## config.mk

```make
export PLATFORM = sky130hd
export DESIGN_NAME = serial_sub
export DESIGN_NICKNAME = d
export VERILOG_FILES = /design/src/rtl/serial_sub_pkg.sv /design/src/rtl/serial_sub_digit.sv /design/src/rtl/serial_sub.sv
export SDC_FILE = /design/constraint.sdc
export NUM_CORES = 1
export LEC_CHECK = 0
export ABC_AREA = 0
export BUFFER_PORTS_ARGS = -buffer_cell sky130_fd_sc_hd__buf_4
export CAP_MARGIN = 25
export CORE_MARGIN = 2
export CORE_UTILIZATION = 45
export DETAILED_ROUTE_END_ITERATION = 10
export PLACE_DENSITY_LB_ADDON = 0.05
export SLEW_MARGIN = 5
export SYNTH_ARGS = -nofsm -noshare
export SYNTH_HDL_FRONTEND = slang
export SYNTH_SLANG_ARGS = --single-unit
```

## constraint.sdc

```tcl
create_clock -name clk -period 6 [get_ports clk]
set_input_delay 0.6 -clock clk [delete_from_list [all_inputs] [get_ports clk]]
set_output_delay 0.6 -clock clk [all_outputs]
set_load 0.01 [all_outputs]
```

## src/rtl/serial_sub_pkg.sv

```systemverilog
// -----------------------------------------------------------------------------
// serial_sub_pkg
//   Shared types and helpers for the digit-serial subtractor.
//   - serial_sub_state_t : control FSM states (IDLE, RUN, DONE)
//   - cnt_width()        : width of the digit counter for N digits per operation
// -----------------------------------------------------------------------------
package serial_sub_pkg;

    typedef enum logic [1:0] {
        IDLE = 2'd0,
        RUN  = 2'd1,
        DONE = 2'd2
    } serial_sub_state_t;

    // At least one bit so a single-digit build (N == 1) still has a counter.
    function automatic int cnt_width(input int n);
        return (n <= 1) ? 1 : $clog2(n);
    endfunction

endpackage

```

## src/rtl/serial_sub_digit.sv

```systemverilog
// -----------------------------------------------------------------------------
// full_sub_digit
//   Combinational DIGIT-bit full subtractor: {bo, d} = a_dig - b_dig - bi.
//   At DIGIT = 1 this is the classic bit-level full subtractor.
// Ports
//   a_dig  in  DIGIT  minuend digit
//   b_dig  in  DIGIT  subtrahend digit
//   bi     in  1      borrow in
//   d      out DIGIT  difference digit
//   bo     out 1      borrow out (1 = a_dig < b_dig + bi)
// -----------------------------------------------------------------------------
module full_sub_digit #(
    parameter int DIGIT = 4
) (
    input  logic [DIGIT-1:0] a_dig,
    input  logic [DIGIT-1:0] b_dig,
    input  logic             bi,
    output logic [DIGIT-1:0] d,
    output logic             bo
);

    // One extra bit: a negative result shows up as a set MSB, which is the borrow.
    logic [DIGIT:0] diff;

    assign diff = {1'b0, a_dig} - {1'b0, b_dig} - {{DIGIT{1'b0}}, bi};
    assign d    = diff[DIGIT-1:0];
    assign bo   = diff[DIGIT];

endmodule

```

## src/rtl/serial_sub.sv

```systemverilog
// -----------------------------------------------------------------------------
// serial_sub
//   Digit-serial subtractor: dif = (a - b - bin) mod 2^WIDTH, bor = (a < b + bin).
//   DIGIT bits are processed per clock, LSB digit first, with a registered borrow
//   rippling between digits; N = WIDTH/DIGIT cycles per operation.
//   Build option: define SERIAL_SUB_SAT_EN for saturating mode (dif forced to 0
//   whenever the final borrow is set; bor still reports 1).
// Parameters
//   WIDTH  operand/result width (multiple of DIGIT)
//   DIGIT  bits subtracted per cycle
// Ports
//   clk    in   1      clock, rising edge
//   rst    in   1      asynchronous active-high reset
//   start  in   1      request, sampled in IDLE or DONE only
//   a      in   WIDTH  minuend, latched on accepted start
//   b      in   WIDTH  subtrahend, latched on accepted start
//   bin    in   1      borrow in, latched on accepted start
//   busy   out  1      high while an operation is running
//   done   out  1      one-cycle pulse, dif/bor valid
//   dif    out  WIDTH  difference, held until next done
//   bor    out  1      final borrow out, held until next done
// -----------------------------------------------------------------------------
module serial_sub
    import serial_sub_pkg::*;
#(
    parameter int WIDTH = 16,
    parameter int DIGIT = 4
) (
    input  logic             clk,
    input  logic             rst,
    input  logic             start,
    input  logic [WIDTH-1:0] a,
    input  logic [WIDTH-1:0] b,
    input  logic             bin,
    output logic             busy,
    output logic             done,
    output logic [WIDTH-1:0] dif,
    output logic             bor
);

    localparam int N     = WIDTH / DIGIT;
    localparam int CNT_W = cnt_width(N);
    localparam logic [CNT_W-1:0] LAST = CNT_W'(N - 1);

    serial_sub_state_t state, state_nxt;

    logic             accept;
    logic             last;
    logic [CNT_W-1:0] cnt;
    logic [WIDTH-1:0] a_sr;
    logic [WIDTH-1:0] b_sr;
    logic [WIDTH-1:0] res_sr;
    logic [WIDTH-1:0] res_full;
    logic [WIDTH-1:0] dif_nxt;
    logic             br;
    logic [DIGIT-1:0] d_dig;
    logic             bo_dig;

    // ---------------------------------------------------------------- control
    always_ff @(posedge clk or posedge rst) begin
        if (rst) begin
            state <= IDLE;
        end else begin
            state <= state_nxt;
        end
    end

    always_comb begin
        state_nxt = state;
        accept    = 1'b0;
        last      = 1'b0;
        busy      = 1'b0;
        done      = 1'b0;
        case (state)
            IDLE: begin
                if (start) begin
                    accept    = 1'b1;
                    state_nxt = RUN;
                end
            end
            RUN: begin
                busy = 1'b1;
                if (cnt == LAST) begin
                    last      = 1'b1;
                    state_nxt = DONE;
                end
            end
            DONE: begin
                // DONE lasts exactly one cycle, so done is a single-cycle pulse.
                done = 1'b1;
                if (start) begin
                    accept    = 1'b1;
                    state_nxt = RUN;
                end else begin
                    state_nxt = IDLE;
                end
            end
            default: state_nxt = IDLE;
        endcase
    end

    // ---------------------------------------------------------------- digit datapath
    full_sub_digit #(
        .DIGIT (DIGIT)
    ) u_digit (
        .a_dig (a_sr[DIGIT-1:0]),
        .b_dig (b_sr[DIGIT-1:0]),
        .bi    (br),
        .d     (d_dig),
        .bo    (bo_dig)
    );

    // Digit k lands in result slice k; on the last digit this is the full result,
    // so the output register can be loaded in the same edge.
    always_comb begin
        res_full = res_sr;
        for (int k = 0; k < N; k++) begin
            if (cnt == CNT_W'(k)) begin
                res_full[k*DIGIT +: DIGIT] = d_dig;
            end
        end
    end

`ifdef SERIAL_SUB_SAT_EN
    function automatic logic [WIDTH-1:0] sat_dif(input logic [WIDTH-1:0] d,
                                                 input logic             b);
        return b ? '0 : d;
    endfunction

    assign dif_nxt = sat_dif(res_full, bo_dig);
`else
    assign dif_nxt = res_full;
`endif

    // ---------------------------------------------------------------- registers
    always_ff @(posedge clk or posedge rst) begin
        if (rst) begin
            a_sr   <= '0;
            b_sr   <= '0;
            res_sr <= '0;
            br     <= 1'b0;
            cnt    <= '0;
            dif    <= '0;
            bor    <= 1'b0;
        end else if (accept) begin
            a_sr   <= a;
            b_sr   <= b;
            res_sr <= '0;
            br     <= bin;
            cnt    <= '0;
        end else if (state == RUN) begin
            a_sr   <= a_sr >> DIGIT;
            b_sr   <= b_sr >> DIGIT;
            res_sr <= res_full;
            br     <= bo_dig;
            cnt    <= cnt + CNT_W'(1);
            if (last) begin
                dif <= dif_nxt;
                bor <= bo_dig;
            end
        end
    end

endmodule
```

Word-level counts from Yosys, hierarchy flattened:

Cells that the tools add are included.
Widths: inputs -> output; s select.

* flip-flop bits (word level): 70
* input bits: 36

* reductions and logical operators: 6
* mux-type cells: 24
* $add $sub $neg: 3
* bitwise operators: 1
* eq/ne operators: 7

Operators with widths (number)
* $mux 16: 6
* $mux 4: 4
* $mux 1: 9
* $mux 2: 4
* $eq 2x2->1 const B: 3
* $pmux 2 s3: 1
* $sub 4x4->5: 1
* $sub 5x1->5: 1
* $eq 2x1->1 const B: 2
* $logic_not 2->1: 2
* $ne 2x2->1 const B: 2
* $reduce_and 3->1: 1
* $add 2x1->2 const B: 1
* $reduce_and 2->1: 1
* $reduce_bool 2->1: 1
* $reduce_or 2->1: 1
* $not 1->1: 1

Logic depth before layout (Yosys ltp):

* depth after elaboration: 5
* gate-level depth with buffers: 8
* gate-level depth less buffers: 8

Modules after synthesis:

Synthesis repeated with hierarchy kept, for this count alone.

* cells, all modules: 254
* area total of the unflattened synthesis: 3031.7 sq um

By module, submodules not included
* serial_sub: area each 2824.0 sq um, seq. area each 1651.6 sq um, cells each 230, instances 1
* full_sub_digit: area each 207.7 sq um, seq. area each 0.0 sq um, cells each 24, instances 1

Worst setup path after synthesis:

Ideal clock, no wire load.

* kind: reg-to-reg
* start point: register a_sr[0]
* end point: register dif[11]
* path slack: 4039 ps
* cell stages (with the launch flop): 8
* data arrival time: 1821 ps
* period minus slack after synthesis: 1961 ps
* required time: 5860 ps
* setup time: 140 ps
* cells stage by stage: dfrtp_1 > fa_1 > inv_1 > ha_1 > o21ai_0 > nand3b_1 > xnor2_1 > o21ai_0

* longest elaborated chain between the ends: 3

RTL lines
* from (decl): RTL line serial_sub.sv:50 `logic [WIDTH-1:0] a_sr;`
* from (signal assigned): RTL line serial_sub.sv:152 `a_sr <= a_sr >> DIGIT;`
* $sub 4x4->5: RTL line serial_sub_digit.sv:25 `assign diff = {1'b0, a_dig} - {1'b0, b_dig} - {{DIGIT{1'b0}}, bi};`
* $sub 5x1->5: RTL line serial_sub_digit.sv:25
* $mux 4: RTL line serial_sub.sv:118 `if (cnt == CNT_W'(k)) begin`
* to (signal assigned): RTL line serial_sub.sv:158 `dif <= dif_nxt;`
* to (decl): RTL line serial_sub.sv:37 `output logic [WIDTH-1:0] dif,`

Every way passes these cells.
A chain may end at the register's enable or synchronous reset.

Worst setup path after layout:

* start point: register state[1]
* end point: output busy

* longest elaborated chain between the ends: 2

RTL lines
* from (decl): RTL line serial_sub.sv:45 `serial_sub_state_t state, state_nxt;`
* from (signal assigned): RTL line serial_sub.sv:64 `state <= state_nxt;`
* $eq 2x1->1: RTL line serial_sub.sv:74 `case (state)`
* $mux 1: RTL line serial_sub.sv:74
* to (decl): RTL line serial_sub.sv:35 `output logic busy,`

Every way passes these cells.

==> impl_metrics.toml <==
[outcome]
outcome = "complete, no violations"

[floorplan]
dieWidth_um = 84.58
core_mm2 = 0.006314
rows = 29
floorplan.initialDensity = 0.4627
die_h_um = 84.58
dieArea_mm2 = 0.007153
ioPinCount = 55

[clocking]
clock_latency_ns = 0.33
numCtsBuffers = 9
cts_sinks = 66
post_cts.repair.setup_buffers = 0
ctsResizeCount = 0
cts_max_level = 3
hold_buffers = 0
cts_buffer_depth = 2
clkTransAtPathRegs_ns = 0.07
root_buffer = "clkbuf_8"
cts_tree = "built"

[global_routing]
grt_usage = 0.1938
overflow = 0
grt_first_pass_wirelength_mm = 10.92
grt_pass1_vias = 2255
grt_max_degree = 67
antenna_found_initial = 0

[placed_design]
preCtsSetupSlack_ns = 3.722
io_buffers = 54
place_congestion = 0.7257
hpwl_mm = 3.994
placed_cells = 398

[synthesis]
synth_nets = 328
yosys-top-cells-area = "dfrtp_1 57%, nand2_1 9.1%, a22oi_1 6.4%"
synthTopCellsByCount = "71 x nand2_1, 66 x dfrtp_1, 34 x o21ai_0, 25 x a22oi_1, 12 x inv_1"
yosysWarnings = 0
syn_area_mm2 = 0.002922
yosys.area.top_type = "dfrtp_1"
ys_seq_elements = 66
synth_async_sr_flop_share = 1.000
yosysMostFrequentCell = "nand2_1"
netlist-cell-type-count = 25
yosys_most_used_dff = "dfrtp_1"
synth_top_area_frac = 0.5653
yosysSeqAreaShare = 0.5653
synth_cells = 280
synth_edf_count = 0
avgSynthCellArea_um2 = 10.43

[cells_and_area]
drive_gt1_frac = 0.2321
area_growth_pct = 22.23
finalNetCount = 380
antenna_cells = 0
layoutNonFillerInstCount = 413

[detailed_routing]
drt_first_pass_iters = 4
vias = 2179
wl_per_cell_um = 14.82
drt-initial-drc-count = 113
ant_nets = 0
totalWireLength_mm = 6.120
vias_per_cell = 5.276
route.detailed.drc = 0

[setup_path]
endpoint_kind = "output port"
cp-startpoint = "state[1]"
required_ns = 5.40
r2r_start = "a_sr[0]"
worst-path-max-fanout = 34
worstPathArrival_ns = 1.75
start_kind = "flop"
crit_type = "reg -> out"
timing.reg2reg.setup_slack_ns = 3.74

[sta]
setup_viol = 0
fin_setup_tns_ns = 0
fmax_ghz = 0.4262
worst_slew_pin_slew_ns = 0.8307
period_needed_ns = 2.347
setup_ws_ns = 3.653
timing.final.crit_share = 0.3911
slew_headroom = 0.4462
final_max_slew_viol_count = 0
skew_ns = 0.006398
finalHoldViolCount = 0
rsz0062_at_grt = "no"

[hold_path]
hold_class = "reg -> reg"
min-delay-start = "a_sr[7]"

[power]
vdd_drop_max_v = 0.0002802
p_per_area_mw_per_mm2 = 584.0
p_leak_nw = 1.761

[run]
max-cap-violations = 0
sequential cells by signal, indices dropped and copies added (netlist names):
signal / flops
cnt: 2
state: 2
res_sr: 12
dif: 16
b_sr: 16
br: 1
bor: 1
a_sr: 16
metrics by stage:
| step | util | hold WS, ns | power [W] | cell area [um2] |
|---|---|---|---|---|
| 4_1_cts | 0.5656 | 0.4689 | 0.002113 | 3571 |
| 2_1_floorplan | - | 0.4452 | 0.001437 | 2922 |
| 3_3_place_gp | 0.5319 | 0.4575 | 0.001726 | 3358 |
| 3_5_place_dp | 0.5386 | 0.4632 | 0.001776 | 3401 |
| 5_1_grt | 0.5656 | 0.4759 | 0.002301 | 3571 |
| 6_report | 0.5656 | 0.4747 | 0.002085 | 3571 |
power by group:
part	leakage, nW	total, W	internal, W	switching (W)
Sequential	0.844	0.000737	0.000635	0.000102
Combinational	0.825	0.00102	0.000404	0.000619
Clock	0.0920	0.000326	0.000168	0.000158
Total	1.76	0.00209	0.00121	0.000878
worst paths after layout:
path	to	cells past startpoint
max	busy	3
min	a_sr[7]	2
max reg2reg	dif[3]	7
min reg2reg	a_sr[7]	2
max in group asynchronous	dif[9]	3
min in group asynchronous	a_sr[4]	3
worst max-delay path, stage by stage, from the launching register on:
cell	delay, ns
dfrtp_1	0.39
nand2b_2	0.26
inv_2	0.52
buf_4	0.23
final cells by class:
type / count / area [um2]
tap: 77 / 96.34
inverter: 13 / 48.80
sequential: 66 / 1652
timing repair buffer: 58 / 462.9
multi-input combinational: 184 / 1141
clock inverter: 3 / 15.01
clock buffer: 12 / 155.1
fill: 582 / 2743
routing by layer:
metal,global-route usage,part of all wire,vias up
met5,0,0,-
met4,0.08947,0.021,0
met3,0.03736,0.049,10
met2,0.3085,0.48,63
met1,0.2572,0.45,1035
li1,-,-,1071
placed cells by master (no fill, tap or decap), drive strengths merged, types with 8 or more instances in the layout:
cell type  instances
o21ai             34
ha                10
nand2             71
dfrtp             66
o2bb2ai            9
clkbuf            12
a22o               8
inv               13
a22oi             25
buf               58
cells by family after synthesis:
| logic type | after synthesis | synth area share |
|---|---|---|
| AO/OA/AOI/OAI | 83 | 0.1906 |
| AND/OR/NAND/NOR | 82 | 0.1195 |
| flip-flops | 66 | 0.5653 |
| buffers and inverters | 30 | 0.04582 |
| adder cells (fa/ha/maj) | 12 | 0.05653 |
| XOR/XNOR | 4 | 0.01199 |
| multiplexers | 3 | 0.01028 |
No activity file was read; power rests on OpenSTA's default activity.
